===== config.mk =====
export PLATFORM = sky130hd
export DESIGN_NAME = rob_complete_unit_flat
export DESIGN_NICKNAME = d
export VERILOG_FILES = /design/src/rtl/sys_defs.sv /design/src/rtl/rob_complete_unit_if.sv /design/src/rtl/rr_arbiter.sv /design/src/rtl/rob_complete_unit.sv /design/src/flat_wrapper.sv
export SDC_FILE = /design/constraint.sdc
export NUM_CORES = 1
export LEC_CHECK = 0
export CAP_MARGIN = 20
export CORE_ASPECT_RATIO = 0.75
export CORE_UTILIZATION = 50
export DETAILED_ROUTE_END_ITERATION = 10
export GPL_TIMING_DRIVEN = 0
export PLACE_DENSITY_LB_ADDON = 0.05
export SETUP_SLACK_MARGIN = 0.05
export SLEW_MARGIN = 20
export SYNTH_ARGS = -nofsm -noshare
export SYNTH_HDL_FRONTEND = slang
export SYNTH_HIERARCHICAL = 1
export SYNTH_SLANG_ARGS = --single-unit

===== constraint.sdc =====
create_clock -name clock -period 33.1 [get_ports clock]
set_clock_uncertainty 0.15 [all_clocks]
set_input_delay 8.275 -clock clock [delete_from_list [all_inputs] [get_ports clock]]
set_output_delay 8.275 -clock clock [all_outputs]
set_load 0.01 [all_outputs]

===== src/rtl/sys_defs.sv =====
// Shared system definitions: ROB/PR sizing, completion packet and
// completion holding-register entry types, plus ROB age comparison.
`ifndef NUM_ROB
`define NUM_ROB 32
`endif
`ifndef NUM_PR
`define NUM_PR 64
`endif

package sys_defs;

    localparam int unsigned ROB_IDX_W = $clog2(`NUM_ROB);
    localparam int unsigned PR_IDX_W  = $clog2(`NUM_PR);

    typedef struct packed {
        logic                 complete_en;
        logic [ROB_IDX_W-1:0] complete_ROB_idx;
    } ROB_PACKET_COMPLETE_IN;

    typedef struct packed {
        logic                 valid;
        logic [ROB_IDX_W-1:0] ROB_idx;
        logic [PR_IDX_W-1:0]  T_idx;
    } COMPLETE_UNIT_ENTRY_t;

    // Entry idx sits strictly between branch br and tail, walking the ring forward.
    function automatic logic is_younger(input logic [ROB_IDX_W-1:0] idx,
                                        input logic [ROB_IDX_W-1:0] br,
                                        input logic [ROB_IDX_W-1:0] tail);
        if (br < tail) return (idx > br) && (idx < tail);
        return (idx > br) || (idx < tail);
    endfunction

endpackage


===== src/rtl/rob_complete_unit_if.sv =====
// FU result / rollback / completion bundle between the FUs, ROB and complete unit.
interface rob_complete_unit_if
    import sys_defs::*;
#(
    parameter int unsigned NUM_FU = 4
);
    logic [NUM_FU-1:0]                fu_valid;
    logic [NUM_FU-1:0][ROB_IDX_W-1:0] fu_ROB_idx;
    logic [NUM_FU-1:0][PR_IDX_W-1:0]  fu_T_idx;
    logic [NUM_FU-1:0]                fu_ready;
    logic                             rollback_en;
    logic [ROB_IDX_W-1:0]             ROB_rollback_idx;
    logic [ROB_IDX_W-1:0]             ROB_tail_idx;
    ROB_PACKET_COMPLETE_IN            rob_packet_complete_in;
    logic [PR_IDX_W-1:0]              cdb_T_idx;

    modport master (
        output fu_valid, fu_ROB_idx, fu_T_idx, rollback_en, ROB_rollback_idx, ROB_tail_idx,
        input  fu_ready, rob_packet_complete_in, cdb_T_idx
    );

    modport slave (
        input  fu_valid, fu_ROB_idx, fu_T_idx, rollback_en, ROB_rollback_idx, ROB_tail_idx,
        output fu_ready, rob_packet_complete_in, cdb_T_idx
    );
endinterface


===== src/rtl/rr_arbiter.sv =====
// Round-robin selector: first requester after last_grant, searching cyclically.
module rr_arbiter #(
    parameter  int unsigned N  = 4,
    localparam int unsigned GW = (N > 1) ? $clog2(N) : 1
) (
    input  logic [N-1:0]  req,
    input  logic [GW-1:0] last_grant,
    output logic [N-1:0]  grant,
    output logic [GW-1:0] grant_idx
);
    logic [GW-1:0] cand;

    always_comb begin
        grant     = '0;
        grant_idx = '0;
        cand      = '0;
        for (int unsigned off = 1; off <= N; off++) begin
            cand = GW'((32'(last_grant) + off) % N);
            if (grant == '0 && req[cand]) begin
                grant[cand] = 1'b1;
                grant_idx   = cand;
            end
        end
    end
endmodule


===== src/rtl/rob_complete_unit.sv =====
// Collects FU results in per-FU holding registers and completes one per cycle
// to the ROB/CDB, with rollback squash. COMPLETE_BYPASS_EN enables 0-cycle bypass.
module rob_complete_unit
    import sys_defs::*;
#(
    parameter int unsigned NUM_FU = 4
) (
    input logic               clock,
    input logic               reset,
    input logic               en,
    rob_complete_unit_if.slave bus
);
    localparam int unsigned GW = (NUM_FU > 1) ? $clog2(NUM_FU) : 1;

    COMPLETE_UNIT_ENTRY_t [NUM_FU-1:0] hold_q, hold_d;
    logic [GW-1:0]        last_grant_q, grant_idx;
    logic [NUM_FU-1:0]    hold_valid, req, grant_oh, grant_out_oh, ready, xfer;
    logic                 live, bypass, squash, grant_out;
    logic [ROB_IDX_W-1:0] win_rob;
    logic [PR_IDX_W-1:0]  win_t;
    ROB_PACKET_COMPLETE_IN pkt;

    assign live = reset & en;

    always_comb begin
        hold_valid = '0;
        for (int i = 0; i < NUM_FU; i++) hold_valid[i] = hold_q[i].valid;
    end

`ifdef COMPLETE_BYPASS_EN
    assign bypass = live & ~(|hold_valid);
`else
    assign bypass = 1'b0;
`endif

    assign req = bypass ? bus.fu_valid : (live ? hold_valid : '0);

    rr_arbiter #(.N(NUM_FU)) u_arb (
        .req        (req),
        .last_grant (last_grant_q),
        .grant      (grant_oh),
        .grant_idx  (grant_idx)
    );

    // A younger winner during rollback is suppressed outright, never re-arbitrated.
    always_comb begin
        win_rob = hold_q[grant_idx].ROB_idx;
        win_t   = hold_q[grant_idx].T_idx;
        if (bypass) begin
            win_rob = bus.fu_ROB_idx[grant_idx];
            win_t   = bus.fu_T_idx[grant_idx];
        end
        squash       = bus.rollback_en & is_younger(win_rob, bus.ROB_rollback_idx, bus.ROB_tail_idx);
        grant_out    = (|grant_oh) & ~squash;
        grant_out_oh = grant_out ? grant_oh : '0;
    end

    always_comb begin
        pkt.complete_en      = grant_out;
        pkt.complete_ROB_idx = grant_out ? win_rob : '0;
    end

    assign bus.rob_packet_complete_in = pkt;
    assign bus.cdb_T_idx              = grant_out ? win_t : '0;
    assign ready                      = live ? (~hold_valid | grant_out_oh) : '0;
    assign bus.fu_ready               = ready;
    assign xfer                       = bus.fu_valid & ready;

    // Clear on completion or squash; a fresh non-younger transfer overrides the clear.
    always_comb begin
        hold_d = hold_q;
        for (int i = 0; i < NUM_FU; i++) begin
            if (grant_out_oh[i] ||
                (bus.rollback_en && hold_q[i].valid &&
                 is_younger(hold_q[i].ROB_idx, bus.ROB_rollback_idx, bus.ROB_tail_idx)))
                hold_d[i] = '0;
            if (xfer[i] && !(bypass && grant_oh[i]) &&
                !(bus.rollback_en &&
                  is_younger(bus.fu_ROB_idx[i], bus.ROB_rollback_idx, bus.ROB_tail_idx))) begin
                hold_d[i].valid   = 1'b1;
                hold_d[i].ROB_idx = bus.fu_ROB_idx[i];
                hold_d[i].T_idx   = bus.fu_T_idx[i];
            end
        end
    end

    always_ff @(posedge clock or negedge reset) begin
        if (!reset) begin
            hold_q       <= '0;
            last_grant_q <= GW'(NUM_FU - 1);
        end else if (en) begin
            hold_q <= hold_d;
            if (grant_out) last_grant_q <= grant_idx;
        end
    end
endmodule


===== src/flat_wrapper.sv =====
// flat-port wrapper written by rule: the top's interface ports become plain ports
module rob_complete_unit_flat import sys_defs::*;
#(
    parameter int unsigned NUM_FU = 4
)
  (clock, reset, en, bus_fu_valid, bus_fu_ROB_idx, bus_fu_T_idx, bus_rollback_en, bus_ROB_rollback_idx, bus_ROB_tail_idx, bus_fu_ready, bus_rob_packet_complete_in, bus_cdb_T_idx);
  rob_complete_unit_if #(.NUM_FU(NUM_FU)) bus_i ();
  input logic clock;
  input logic reset;
  input logic en;
  input wire logic [$bits(bus_i.fu_valid)-1:0] bus_fu_valid;
  input wire logic [$bits(bus_i.fu_ROB_idx)-1:0] bus_fu_ROB_idx;
  input wire logic [$bits(bus_i.fu_T_idx)-1:0] bus_fu_T_idx;
  input wire logic [$bits(bus_i.rollback_en)-1:0] bus_rollback_en;
  input wire logic [$bits(bus_i.ROB_rollback_idx)-1:0] bus_ROB_rollback_idx;
  input wire logic [$bits(bus_i.ROB_tail_idx)-1:0] bus_ROB_tail_idx;
  output wire logic [$bits(bus_i.fu_ready)-1:0] bus_fu_ready;
  output wire logic [$bits(bus_i.rob_packet_complete_in)-1:0] bus_rob_packet_complete_in;
  output wire logic [$bits(bus_i.cdb_T_idx)-1:0] bus_cdb_T_idx;
  assign bus_i.fu_valid = bus_fu_valid;
  assign bus_i.fu_ROB_idx = bus_fu_ROB_idx;
  assign bus_i.fu_T_idx = bus_fu_T_idx;
  assign bus_i.rollback_en = bus_rollback_en;
  assign bus_i.ROB_rollback_idx = bus_ROB_rollback_idx;
  assign bus_i.ROB_tail_idx = bus_ROB_tail_idx;
  assign bus_fu_ready = bus_i.fu_ready;
  assign bus_rob_packet_complete_in = bus_i.rob_packet_complete_in;
  assign bus_cdb_T_idx = bus_i.cdb_T_idx;
  rob_complete_unit #(.NUM_FU(NUM_FU)) u_core (.clock(clock), .reset(reset), .en(en), .bus(bus_i));
endmodule

* Word level (Yosys, flattened, before mapping)
Index checks and enable logic that the tools add are counted.
Cells by class: $add $sub $neg 4, multipliers 0, div/mod/pow operators 0, magnitude comparators 28, eq/ne operators 0, shift operators 0, multiplexer cells 58, bitwise gates (word level) 10, reduce and logical (&&, ||, !) cells 62
Operators with widths (count):
- $mux 12 | 8
- $lt 5x5->1 | 10
- $gt 5x5->1 | 9
- $logic_and 1x1->1 | 32
- $mux 4 | 7
- $mux 1 | 27
- $bmux 12 s2 | 1
- $or 4x4->4 | 4
- $lt 2x3->1 const B | 5
- $logic_or 1x1->1 | 13
- $logic_not 4->1 | 3
- $mux 11 | 1
- $reduce_and 2->1 | 5
- $bmux 1 s2 | 4
- $demux 1 s2 | 4
- $ge 2x1->1 const B | 4
- $mux 2 | 4
- $reduce_bool 2->1 | 4
- $mux 6 | 1
- $mux 5 | 1
- $add 2x1->2 const B | 2
- $add 2x2->2 const B | 2
- $and 4x4->4 | 1
- $logic_not 1->1 | 4
- 4 further kinds | 6
Word-level totals: flip-flop bits (word level) 50, latch bits 0, bits in writable memories 0, bits in read-only memories 0, input bits 62, memories 0

* Longest topological paths before layout
Gate-level depths: netlist (run 1).
depth in word-level cells 31, gate-level depth with buffers 21, depth with buffers taken out 17

* Modules after synthesis
The synthesis (run 1) kept the hierarchy.
By module, submodules not included:
- rob_complete_unit | instances 1, cells each 443, area each 4429.2 um2, seq. area each 1253.7 um2
- rr_arbiter | instances 1, cells each 72, area each 591.8 um2, seq. area each 0.0 um2

* Worst setup path before layout (run 1)
OpenSTA, ideal clock, no wires.
kind in2out, from input port en, to output port bus_cdb_T_idx[0], arrival time 13.462 ns, required time 24.675 ns, slack 11.213 ns, stages 19, cell sequence clkbuf_1 clkbuf_1 and3_1 mux4_2 o31a_2 a2111oi_4 o2111a_2 a21oi_2 mux2i_1 buf_1 mux4_2 ha_1 a21oi_1 a21boi_0 o32a_1 maj3_2 a21oi_1 clkbuf_1 and2_1
On the way: longest elaborated chain between the ends 24, elaborated cells on any way between the ends 40
Ends and longest elaborated chain:
- from (decl) | line flat_wrapper.sv:10 | input logic en;
- $and 1x1->1 (*) | line rob_complete_unit.sv:23 | assign live = reset & en;
- $mux 4 (*) | line rob_complete_unit.sv:36 | assign req = bypass ? bus.fu_valid : (live ? hold_valid : '0);
- named net u_core.req[1] | line rob_complete_unit.sv:17 | logic [NUM_FU-1:0] hold_valid, req, grant_oh, grant_out_oh, ready, xfer;
- $bmux 1 s2 | line rr_arbiter.sv:19 | if (grant == '0 && req[cand]) begin
- $mux 1 (implied by the code) | line rr_arbiter.sv:19
- $mux 4 | line rr_arbiter.sv:19
- $logic_not 4->1 | line rr_arbiter.sv:19
- $logic_and 1x1->1 | line rr_arbiter.sv:19
- [... 7 more ...]
- named net u_core.grant_idx[0] | line rob_complete_unit.sv:16 | logic [GW-1:0] last_grant_q, grant_idx;
- [... 3 more ...]
- $logic_and 1x1->1 | line sys_defs.sv:30 | if (br < tail) return (idx > br) && (idx < tail);
- $mux 1 | line sys_defs.sv:30
- $mux 1 (*) | line sys_defs.sv:31 | return (idx > br) || (idx < tail);
- $and 1x1->1 (*) | line rob_complete_unit.sv:53 | squash = bus.rollback_en & is_younger(win_rob, bus.ROB_rollback_idx, bus.ROB_tail_idx);
- $not 1->1 (*) | line rob_complete_unit.sv:54 | grant_out = (|grant_oh) & ~squash;
- $and 1x1->1 (*) | line rob_complete_unit.sv:54
- named net u_core.grant_out | line rob_complete_unit.sv:18 | logic live, bypass, squash, grant_out;
- $mux 6 (*) | line rob_complete_unit.sv:64 | assign bus.cdb_T_idx = grant_out ? win_t : '0;
- to (decl) | line flat_wrapper.sv:19 | output wire logic [$bits(bus_i.cdb_T_idx)-1:0] bus_cdb_T_idx;
Mark *: on every way through the listed nets, which the timed path passes. The rest lies on a longest branch. The select of a mux whose other input is x is not followed.

* Worst setup path in the final report (run 1)
from input port reset, to output port bus_cdb_T_idx[3]
On the way: longest elaborated chain between the ends 24, elaborated cells on any way between the ends 40
Ends and longest elaborated chain:
- from (decl) | line flat_wrapper.sv:9 | input logic reset;
- $and 1x1->1 (*) | line rob_complete_unit.sv:23
- $mux 4 (*) | line rob_complete_unit.sv:36
- named net u_core.req[2] | line rob_complete_unit.sv:17
- $bmux 1 s2 | line rr_arbiter.sv:19
- $mux 1 (implied by the code) | line rr_arbiter.sv:19
- $mux 4 | line rr_arbiter.sv:19
- $logic_not 4->1 | line rr_arbiter.sv:19
- $logic_and 1x1->1 | line rr_arbiter.sv:19
- [... 7 more ...]
- named net u_core.grant_idx[0] | line rob_complete_unit.sv:16
- [... 3 more ...]
- $logic_and 1x1->1 | line sys_defs.sv:30
- $mux 1 | line sys_defs.sv:30
- $mux 1 (*) | line sys_defs.sv:31
- $and 1x1->1 (*) | line rob_complete_unit.sv:53
- $not 1->1 (*) | line rob_complete_unit.sv:54
- $and 1x1->1 (*) | line rob_complete_unit.sv:54
- named net u_core.grant_out | line rob_complete_unit.sv:18
- $mux 6 (*) | line rob_complete_unit.sv:64
Marked as above.

==> results.sh, run 1 <==
export IMPL_status="finished clean"
export IMPL_hold_buffers=0
export IMPL_seq_area_mm2=0.00125
export IMPL_drive_gt1_share_pct=9.68
export IMPL_drt_pass1_iterations=5
export IMPL_ir_worst_vdd_v=0.0000344
export IMPL_cp_max_fo=57
export IMPL_max_clock_freq_mhz=42.0
export IMPL_grt_max_degree=58
export IMPL_track_usage_pct=30.4
export IMPL_period_needed_ns=23.80
export IMPL_final_cell_area_mm2=0.00610
export IMPL_antenna_found_initial=0
export IMPL_rrSetupSlack_ns=25.67
export IMPL_die_h_um=88.8
export IMPL_worst_pin_slew_ns=0.884
export IMPL_hp_start="u_core/hold_q[24]$_DFFE_PN0P_"
export IMPL_critPathMaxStageDelay_ns=0.73
export IMPL_tns_ns=0
export IMPL_worstSetupStartpointType="input pin"
export IMPL_num_antenna_cells=0
export IMPL_ys_seq_area_share_pct=25.0
export IMPL_finalHoldViolCount=0
export IMPL_gp_congestion=0.878
export IMPL_reg2regPathDepth=21
export IMPL_dp_cells=723
export IMPL_drt_iter0_markers=359
export IMPL_num_vias=4627
export IMPL_p_leak_uw=0.00277
export IMPL_clk_pin_slew_worst_paths_ns=0.07
export IMPL_io_buffers=76
export IMPL_multi_input_area_mm2=0.00355
export IMPL_critPathArrivalTime_ns=15.37
export IMPL_synth_nets=670
export IMPL_worstHoldPathCells=1
export IMPL_clock_latency_ns=0.30
export IMPL_r2r_end="u_core/hold_q[10]$_DFFE_PN0P_"
export IMPL_cp_slowest_cell="buf_1"
export IMPL_cts_tree="done"
export IMPL_p_per_area_mw_per_mm2=73.0
export IMPL_placed_area_mm2=0.00594
export IMPL_ant_nets=0
export IMPL_syn_to_final_growth_pct=21.5
export IMPL_cts_resized=0
export IMPL_placementRows=31
export IMPL_slew_viol_final=0
export IMPL_core_area_mm2=0.00970
export IMPL_required_ns=24.68
export IMPL_path_class="in2out"
export IMPL_initial_utilization_pct=51.8
export IMPL_yosys_warnings=6
export IMPL_wl_per_cell_um=20.5
export IMPL_setup_viol=0
export IMPL_via_per_inst=6.33
export IMPL_r2r_start="u_core/last_grant_q[1]$_DFFE_PN1P_"
export IMPL_cp_num_buf_inv=4
export IMPL_netlist_instances=515
export IMPL_rsz0062_at_grt="no"
export IMPL_finalWirelength_um=15000
export IMPL_fillCellCount=862
export IMPL_finalNonFillerCells=731
export IMPL_mappedNetlistArea_mm2=0.00502
export IMPL_cts_buffers=5
export IMPL_drc=0
export IMPL_min_period_over_period_pct=71.9
export IMPL_drv_cap=0
export IMPL_slew_headroom_pct=41.1
export IMPL_p_total_uw=445
export IMPL_cts_max_level=2
export IMPL_yosysUniqueCellTypes=72
export IMPL_clockBufferDepth=2
export IMPL_hold_class="reg2reg"
export IMPL_dp_hpwl_um=11300
export IMPL_end_kind="output pin"
export IMPL_die_w_um=118
export IMPL_grt_pass1_vias=4545
export IMPL_synth_async_reset_ratio_pct=100
export IMPL_cts_setup_buffers=0
export IMPL_fin_nets=753
export IMPL_synth_avg_cell_area_um2=9.75
export IMPL_cts_sinks=50
export IMPL_hold_end="u_core/hold_q[24]$_DFFE_PN0P_"
export IMPL_crit_family="buffers and inverters"
export IMPL_ys_ff_latch=50
export IMPL_grt_pass1_wl_um=24200
export IMPL_synth_ff_type="dfrtp_1"
export IMPL_cts_root_buf="clkbuf_16"
export IMPL_die_area_mm2=0.0105
export IMPL_grt_remaining_overflow=0
export IMPL_worst_hold_slack_ns=0.354
export IMPL_path_cells="buf_4, nand2_1, nor2_1, mux2i_1, a211oi_1, a211oi_1, o2111a_2, a21oi_2, mux2i_1, buf_1, mux4_2, ha_1, a21oi_1, a21boi_0, o32a_1, maj3_2, a21oi_1, clkbuf_1, and2_1, clkdlybuf4s50_1"
export IMPL_synth_edf_count=0
export IMPL_io_pin_count=78
## registers in the layout, indices dropped and copies added, names as in the netlist
| register | flops |
|---|---|
| u_core/hold_q | 48 |
| u_core/last_grant_q | 2 |
## power breakdown
part | internal (uW) | total (uW) | switching [uW]
sequential | 90.3 | 121 | 30.8
clock | 29.1 | 55.7 | 26.7
combinational | 132 | 268 | 136
total | 252 | 445 | 193
## cell usage in the layout (no fill, tap or decap), types with 6 or more instances in the layout
master,instances
nand2_1,31
ha_1,93
a22o_1,44
nand3_1,13
o21ai_0,24
a21oi_1,31
nor2b_1,9
clkbuf_1,8
buf_2,7
a31oi_1,9
nand2b_1,6
inv_1,26
a21o_1,9
dfrtp_1,48
nor2_1,21
mux4_2,13
clkdlybuf4s50_1,75
and2_1,13
## final cells by class
type | count | share of cell area (%)
Clock buffer | 5 | 2.05
Clock inverter | 3 | 0.472
Timing Repair Buffer | 76 | 12.4
Inverter | 26 | 1.60
Buffer | 21 | 1.93
Multi-Input combinational cell | 418 | 58.2
Sequential cell | 50 | 20.6
Tap cell | 132 | 2.71
## cells in the mapped netlist, drive strengths merged, types with 4 or more instances
library cell	n	area, um^2
a22o	44	385
a31oi	9	56.3
nand3	13	65.1
o31ai	4	30.0
dfrtp	48	1200
a211oi	4	30.0
nor2	21	78.8
inv	26	97.6
o21ai	25	125
a21oi	32	164
and3	4	25.0
o211ai	6	50.1
and2	15	93.8
nor4	4	25.0
a21o	9	67.6
nand4	4	25.0
nand2	31	116
ha	93	1160
mux4	13	293
maj3	4	42.5
mux2i	5	50.1
nor2b	9	56.3
o21a	5	37.5
nand2b	6	37.5
a21boi	6	56.3
clkbuf	8	30.0
buf	13	87.6
## through the flow
step	util (%)	worst slack [ns]
6_report	62.9	9.30
5_1_grt	62.9	8.82
4_1_cts	62.9	9.37
3_5_place_dp	61.3	9.39
3_3_place_gp	61.3	7.28
2_1_floorplan	-	11.21
## metal layers
| metal | share of wire, % | global-route usage [%] | vias up |
|---|---|---|---|
| met5 | 0 | 0 | - |
| met4 | 2.0 | 8.86 | 0 |
| met2 | 45 | 50.1 | 163 |
| li1 | - | - | 2168 |
| met3 | 6.1 | 4.77 | 28 |
| met1 | 47 | 41.6 | 2268 |
## worst max path at each step
stage	cells after the start	startpoint	to
after CTS	20	reset	bus_cdb_T_idx[3]
after floorplan	19	en	bus_cdb_T_idx[0]
after global placement	20	reset	bus_cdb_T_idx[2]
after global routing	20	reset	bus_cdb_T_idx[3]
after detailed placement	20	reset	bus_rob_packet_complete_in[2]
final	20	reset	bus_cdb_T_idx[3]
## cells by family after synthesis
family,count (synthesis),share of synthesized area (%)
AOI/OAI and AO/OA,175,26.1
adders and majority gates,97,24.0
buffers and inverters,47,4.29
DFF,50,25.0
muxes,21,7.50
and+or+nand+nor,125,13.1
Note: power is estimated with default switching activity, not from simulation.
==> run 2, diff against run 1 <==
==> constraint.sdc (replaced) <==
create_clock -name clock -period 24.9 [get_ports clock]
set_clock_uncertainty 0.15 [all_clocks]
set_input_delay 6.225 -clock clock [delete_from_list [all_inputs] [get_ports clock]]
set_output_delay 6.225 -clock clock [all_outputs]
set_load 0.01 [all_outputs]
==> results of run 2 <==
Same layout as run 1 (identical final DEF). Status: finished clean.
Among the figures that moved: setup slack after placement 9.39 ns -> 5.29 ns; setup slack after layout 9.30 ns -> 5.20 ns; register-to-register setup slack 25.67 ns -> 17.47 ns; total power 445 uW -> 592 uW; worst IR drop on VDD 0.0000344 V -> 0.0000457 V
==> run 3, diff against run 2 <==
==> constraint.sdc (replaced) <==
create_clock -name clock -period 20.5 [get_ports clock]
set_clock_uncertainty 0.15 [all_clocks]
set_input_delay 5.125 -clock clock [delete_from_list [all_inputs] [get_ports clock]]
set_output_delay 5.125 -clock clock [all_outputs]
set_load 0.01 [all_outputs]
==> results of run 3 <==
Same layout as run 1 (identical final DEF). Status: finished clean.
Among the figures that moved: setup slack after placement 9.39 ns -> 3.09 ns; setup slack after layout 9.30 ns -> 3.00 ns; register-to-register setup slack 25.67 ns -> 13.07 ns; total power 445 uW -> 719 uW; worst IR drop on VDD 0.0000344 V -> 0.0000555 V
